==> src/rtl/exc_pkg.sv <==
// Shared types and cause-code definitions for the exception/interrupt controller.
package exc_pkg;

  // Controller phases: waiting, requesting a vector, running the handler.
  typedef enum logic [1:0] {
    IDLE    = 2'd0,
    REQ     = 2'd1,
    HANDLER = 2'd2
  } excState_e;

  // EStatus cause codes.
  localparam int unsigned ES_NONE     = 0;
  localparam int unsigned ES_INVOP    = 1;
  localparam int unsigned ES_IRQ_BASE = 2;

  // Cause code reported for external channel ch.
  function automatic int unsigned irqCode(input int unsigned ch);
    return ES_IRQ_BASE + ch;
  endfunction

endpackage

==> src/rtl/exc_irq_ctrl_prio_enc.sv <==
// Lowest-index-wins priority encoder used for interrupt channel arbitration.
module prio_enc #(
  parameter int WIDTH = 4,
  localparam int IDX_W = (WIDTH > 1) ? $clog2(WIDTH) : 1
) (
  input  logic [WIDTH-1:0] req,
  output logic [IDX_W-1:0] idx,
  output logic             valid
);

  // Scan from the top down so the lowest set bit is the last one written.
  always_comb begin
    idx   = '0;
    valid = 1'b0;
    for (int i = WIDTH - 1; i >= 0; i--) begin
      if (req[i]) begin
        idx   = IDX_W'(i);
        valid = 1'b1;
      end
    end
  end

endmodule

==> src/rtl/exc_irq_ctrl.sv <==
// Exception / interrupt controller: edge-latched IRQ channels with a mask,
// a REQ -> HANDLER -> IDLE vectoring handshake and a sticky double-fault flag.
module exc_irq_ctrl
  import exc_pkg::*;
#(
  parameter int N_IRQ     = 4,
  parameter int ESTATUS_W = 4
) (
  input  logic                 clk,
  input  logic                 reset,
  input  logic [N_IRQ-1:0]     irq_i,
  input  logic                 mask_we,
  input  logic [N_IRQ-1:0]     mask_wdata,
  input  logic                 exc_i,
  input  logic                 exc_ack_i,
  input  logic                 eret_i,
  output logic                 exc_o,
  output logic [ESTATUS_W-1:0] estatus_o,
  output logic [N_IRQ-1:0]     irq_ack_o,
  output logic                 busy_o,
  output logic                 fault_o,
  output logic [N_IRQ-1:0]     mask_o
);

  localparam int IDX_W = (N_IRQ > 1) ? $clog2(N_IRQ) : 1;

  generate
    if (N_IRQ < 1 || N_IRQ > 14) begin : gBadNIrq
      $error("exc_irq_ctrl: N_IRQ must be in 1..14");
    end
    if ((2 ** ESTATUS_W) < N_IRQ + 2) begin : gBadEsW
      $error("exc_irq_ctrl: ESTATUS_W too narrow for N_IRQ+2 cause codes");
    end
  endgenerate

  excState_e            state, stateNext;
  logic [ESTATUS_W-1:0] cause, causeNext;
  logic [N_IRQ-1:0]     reqVec, reqVecNext;
  logic [N_IRQ-1:0]     ackNext, irqAck;
  logic [N_IRQ-1:0]     irqPrev, pending, mask;
  logic [N_IRQ-1:0]     edges, armed;
  logic [IDX_W-1:0]     winIdx;
  logic                 winValid;
  logic                 fault;

  assign edges = irq_i & ~irqPrev;
  assign armed = pending & mask;

  prio_enc #(.WIDTH(N_IRQ)) uPrioEnc (
    .req  (armed),
    .idx  (winIdx),
    .valid(winValid)
  );

  // Next-state and cause selection; the internal exception outranks every channel.
  always_comb begin
    stateNext  = state;
    causeNext  = cause;
    reqVecNext = reqVec;
    ackNext    = '0;
    case (state)
      IDLE: begin
        if (exc_i) begin
          stateNext  = REQ;
          causeNext  = ESTATUS_W'(ES_INVOP);
          reqVecNext = '0;
        end else if (winValid) begin
          stateNext  = REQ;
          causeNext  = ESTATUS_W'(irqCode(32'(winIdx)));
          reqVecNext = N_IRQ'(1) << winIdx;
        end
      end
      REQ: begin
        if (exc_ack_i) begin
          stateNext = HANDLER;
          ackNext   = reqVec;
        end
      end
      HANDLER: begin
        if (eret_i) stateNext = IDLE;
      end
      default: stateNext = IDLE;
    endcase
  end

  // Handshake state, latched cause/channel, registered acknowledge and fault flag.
  always_ff @(posedge clk or negedge reset) begin
    if (!reset) begin
      state  <= IDLE;
      cause  <= '0;
      reqVec <= '0;
      irqAck <= '0;
      fault  <= 1'b0;
    end else begin
      state  <= stateNext;
      cause  <= causeNext;
      reqVec <= reqVecNext;
      irqAck <= ackNext;
      if (exc_i && state != IDLE) fault <= 1'b1;
    end
  end

  // Edge detection, pending latch (a new edge beats an acknowledge-clear) and mask.
  always_ff @(posedge clk or negedge reset) begin
    if (!reset) begin
      irqPrev <= '0;
      pending <= '0;
      mask    <= '1;
    end else begin
      irqPrev <= irq_i;
      pending <= (pending & ~ackNext) | edges;
      if (mask_we) mask <= mask_wdata;
    end
  end

  assign exc_o     = (state == REQ);
  assign busy_o    = (state == HANDLER);
  assign estatus_o = (state == IDLE) ? ESTATUS_W'(ES_NONE) : cause;
  assign irq_ack_o = irqAck;
  assign fault_o   = fault;
  assign mask_o    = mask;

endmodule

==> config.mk <==
export PLATFORM = sky130hd
export DESIGN_NAME = exc_irq_ctrl
export DESIGN_NICKNAME = d
export VERILOG_FILES = /design/src/rtl/exc_pkg.sv /design/src/rtl/exc_irq_ctrl_prio_enc.sv /design/src/rtl/exc_irq_ctrl.sv
export SDC_FILE = /design/constraint.sdc
export NUM_CORES = 1
export LEC_CHECK = 0
export ABC_CLOCK_PERIOD_IN_PS = 1600
export CORE_MARGIN = 5
export CORE_UTILIZATION = 47
export CTS_CLUSTER_SIZE = 28
export DETAILED_ROUTE_END_ITERATION = 8
export PLACE_DENSITY = 0.78
export SLEW_MARGIN = 15
export SYNTH_ARGS = -nofsm -noshare
export SYNTH_HDL_FRONTEND = slang
export SYNTH_SLANG_ARGS = --single-unit
==> constraint.sdc <==
create_clock -name clk -period 1.6 [get_ports clk]
set_clock_uncertainty 0.05 [all_clocks]
set_input_delay 0.16 -clock clk [delete_from_list [all_inputs] [get_ports clk]]
set_output_delay 0.16 -clock clk [all_outputs]
set_load 0.05 [all_outputs]
; ---- Word level (Yosys, flattened, before mapping)
; Index checks and enable logic that the tools add are counted.
[word_totals]
latch_bits = 0
n_memories = 0
romBits = 0
ff_bits = 27
in_bits = 14
word_cells = 47
ramBits = 0
output_inout_bits = 15
[op_classes]
n_mux = 20
div = 0
order_cmp = 0
eq_ne = 5
n_reduce_logical = 6
add_sub_neg = 1
shift = 1
mul = 0
bitwise = 6
[ops]
columns = operator, n
row1 = $mux 4, 7
row2 = $mux 2, 8
row3 = $and 4x4->4, 3
row4 = $not 4->4, 2
row5 = $pmux 2 s3, 1
row6 = $mux 1, 4
row7 = $ne 2x2->1 const B, 2
row8 = $or 4x4->4, 1
row9 = $reduce_bool 2->1, 2
row10 = $shl 1x2->4 const A, 1
row11 = $add 2x2->3 const A, 1
row12 = $ne 3x2->1 const B, 1
row13 = $reduce_and 3->1, 1
row14 = $eq 2x1->1 const B, 1
row15 = $eq 2x2->1 const B, 1
row16 = $logic_not 2->1, 1
row17 = $reduce_and 2->1, 1
row18 = $logic_and 1x1->1, 1

; ---- Logic depth before layout (Yosys ltp)
[logic_depth]
depth_word = 8
mapped_depth = 5
depth_no_buf = 4

; ---- Modules after synthesis
; A second synthesis with hierarchy kept.
[hier_totals]
cells_unflattened = 89
area_unflattened_um2 = 1069.8
[by_module_without_submodules]
columns = module, instances, cells_each, seq_area_each_um2, area_each_um2
row1 = exc_irq_ctrl, 1, 82, 655.6, 1034.7
row2 = prio_enc, 1, 7, 0.0, 35.0

; ---- Least setup slack after synthesis
; OpenSTA, ideal clock, no wires.
[synth_timing]
kind = flip-flop to flip-flop
from = reg state[0]
to = reg state[1]
stages_incl_launch_ff = 3
synth_period_minus_slack_ns = 1.464
required_ns = 1.483
setup_slack_ns = 0.136
t_arrival_ns = 1.348
cell_sequence = dfrtp_1 nor2b_1 a21o_1
[synth_between]
elab_chain_cells = 3
word_cells_on_any_way = 8
[synth_rtl]
columns = item, line
row1 = start: declaration, exc_irq_ctrl.sv:36  ; excState_e state, stateNext;
row2 = start signal: assignment, exc_irq_ctrl.sv:95  ; state <= stateNext;
row3 = $eq 2x2->1 (*), n/a
row4 = via busy_o, exc_irq_ctrl.sv:20  ; output logic busy_o,
row5 = $ne 2x2->1 (no line), n/a
row6 = $reduce_and 3->1 (no line), n/a
; Mark *: on every way through the listed nets, which the timed path passes. The rest lies on a longest branch.
; A chain may end at the register's enable or synchronous reset.

; ---- Final worst setup path
[layout_timing]
from = reg state[0]
to = out estatus_o[0]
[layout_between]
elab_chain_cells = 2
[layout_rtl]
columns = item, line
row1 = $logic_not 2->1, exc_irq_ctrl.sv:118  ; assign estatus_o = (state == IDLE) ? ESTATUS_W'(ES_NONE) : cause;
row2 = $mux 4, exc_irq_ctrl.sv:118
row3 = end: declaration, exc_irq_ctrl.sv:18  ; output logic [ESTATUS_W-1:0] estatus_o,
; No other way between the ends.

==> results_dict.tcl <==
set metrics [dict create \
    num_rows 17 \
    yosysMostFrequentCell "dfrtp_1" \
    clock_latency_ns 0.33 \
    synth.top_cells.by_area "dfrtp_1, dfstp_2, mux2_2, inv_1, and2_1" \
    die_h_um 58.6 \
    cts_tree "yes" \
    filler_cell_count 178 \
    routed_wl_mm 2.19 \
    critPathMaxFanout 6 \
    track_usage_pct 14.7 \
    cts_hold_buf 0 \
    cp_data_required_time_ns 1.39 \
    grt_overflow 0 \
    fin_hold_ws_ns 0.130 \
    hold_viol_final 0 \
    ant_nets 0 \
    cts_root_buf "clkbuf_4" \
    die-area_mm2 0.00343 \
    avgSynthCellArea_um2 11.7 \
    syn_inst 95 \
    worst-setup-path-type "reg -> out" \
    power_leakage_nw 0.732 \
    drt_iter0_drc 17 \
    drive_gt1_share_pct 28.9 \
    routed_via_density 5.38 \
    r2r_cells 3 \
    io_pins 29 \
    nets 143 \
    synth-edff-count 0 \
    r2r_slack_ns 0.20 \
    outcome "finished, final reports clean" \
    coreArea_mm2 0.00223 \
    clock_path_buffers 2 \
    holdCritPathClass "in -> async" \
    grt_antenna_before_repair 0 \
    yosys.area.top_type "dfrtp_1" \
    peakVddDrop_uv 1270 \
    vias 839 \
    async_flop_share_pct 100 \
    gp_congestion 0.824 \
    worstSetupEndpointType "output pin" \
    cts_buffers 3 \
    synth-seq-cells 26 \
    ys_warn_count 0 \
    io_buffers 27 \
    finalMaxSlewViolations 0 \
    yosys-top-cells-count "dfrtp_1, inv_1, nand2_1" \
    arrival_ns 1.34 \
    grt_pass1_vias 866 \
    register_area_um2 656 \
    initial_core_util_pct 49.6 \
    ys_seq_area_share_pct 59.1 \
    busiest_layer "met2" \
    grt_setup_unrepaired "false" \
    slowest_delay_ns 0.41 \
    cts_num_sinks 26 \
    die_w_um 58.6 \
    p_total_w 0.00252 \
    crit_chain "or2_4 > and2_1 > buf_6" \
    reg2reg_to "reqVec[2]" \
    period_needed_ns 1.55 \
    path_clk_slew_ns 0.13 \
    syn_nets 109 \
    powerDensity_mw_per_mm2 1660 \
    groute.layer.met2.usage_pct 22.0 \
    synth_area_mm2 0.00111 \
    grt_use_met3_pct 6.36 \
    slowest_stage "dfrtp_1" \
    antennaDiodeCount 0 \
    htree_levels 1 \
    fin_crit_sh_pct 97.0 \
    maxCapViolations 0 \
    max_freq_mhz 644 \
    syn_to_final_growth_pct 37.1 \
    synth_cell_type_count 32 \
    dp_hpwl_mm 1.54 \
    wl_per_cell_um 14.0 \
    grt_max_degree 27 \
    setup_viol 0 \
    drc 0 \
    synth-main-ff-cell "dfrtp_1" \
    r2r-start "mask_o[1]" \
    synth_top_cell_area_share_pct 49.7 \
    first_pass_iters 4 \
    fin_setup_tns_ns 0 \
    start_kind "flip-flop" \
    grt_pass1_wl_mm 3.79 \
    multi_input_area_um2 400 \
    use_met1_pct 17.9 \
]
metrics by stage:
step	utilization, %	cells	area [um2]	setup WS, ns
floorplan	-	95	1110	0.136
global placement	64.4	148	1440	0.159
detailed placement	64.4	148	1440	0.105
CTS	67.3	156	1500	0.0117
global route	68.1	156	1520	0.000765
finish	68.1	156	1520	0.0474
kinds of logic (layout without fill, tap and decap cells):
logic type,count (synthesis),count (layout),share of synthesized area [%]
other,1,1,0.338
AO/OA/AOI/OAI,22,22,16.5
buffers and inverters,12,45,5.19
AND/OR/NAND/NOR,30,30,14.8
flip-flops,26,26,59.1
multiplexers,4,4,4.06
what timing repair did:
item                                    in CTS  in global routing
endpoints found under the setup margin       3                  4
resized for setup                            0                  5
cloned                                       0                  0
pin swaps                                    1                  0
setup buffers                                4                  0
hold endpoints to repair                     0                  0
worst max path at each step:
stage	start	end	slack [ns]	depth (start not counted)
floorplan	state[0]	state[1]	0.14	2
global placement	exc_i	reqVec[3]	0.16	5
detailed placement	exc_i	reqVec[3]	0.10	5
CTS	state[0]	estatus_o[1]	0.01	3
global route	state[0]	estatus_o[2]	0.0008	3
finish	state[0]	estatus_o[0]	0.05	3
state kept, by name (all words and copies together) (netlist names):
register	flops
reqVec	4
fault_o	1
irq_ack_o	4
irqPrev	4
pending	4
mask_o	4
state	2
cause	3
per-layer routing:
layer,routed length [um],part of all wire [%],up-vias
met1,910,42,413
met5,0,0,-
li1,-,-,392
met2,1070,49,26
met4,57,2.6,0
met3,153,7.0,8
power breakdown:
| group | leakage (nW) | total, W | switching, W | internal [W] |
|---|---|---|---|---|
| registers | 0.303 | 0.000950 | 0.000130 | 0.000820 |
| clock network | 0.0210 | 0.000327 | 0.000188 | 0.000139 |
| logic | 0.408 | 0.00125 | 0.000693 | 0.000555 |
final cells by class:
type / instances / area share (%)
clock buffers: 4 / 2.39
inverters: 9 / 2.22
multi-input cells: 57 / 26.3
flip-flops and latches: 26 / 43.1
well taps: 28 / 2.30
repair buffers: 32 / 23.6
critical path: cells and delay by family (launching register included):
kind	cells	cell delay, ns
buffers and inverters	1	0.15
flip-flops	1	0.41
AND/OR/NAND/NOR	2	0.45
cells in the final DEF, fill, tap and decap left out, types with 3 or more instances in the layout:
cell type / instances
and2_1: 4
buf_12: 6
inv_1: 9
clkbuf_4: 3
buf_6: 3
clkdlybuf4s50_1: 13
nand2_1: 7
o21ai_0: 3
dfstp_2: 4
dfrtp_1: 22
mux2_2: 4
o22ai_1: 4
nor2_1: 4
a21oi_1: 4
and3_1: 5
buf_4: 10
(Power assumes the default switching activity.)
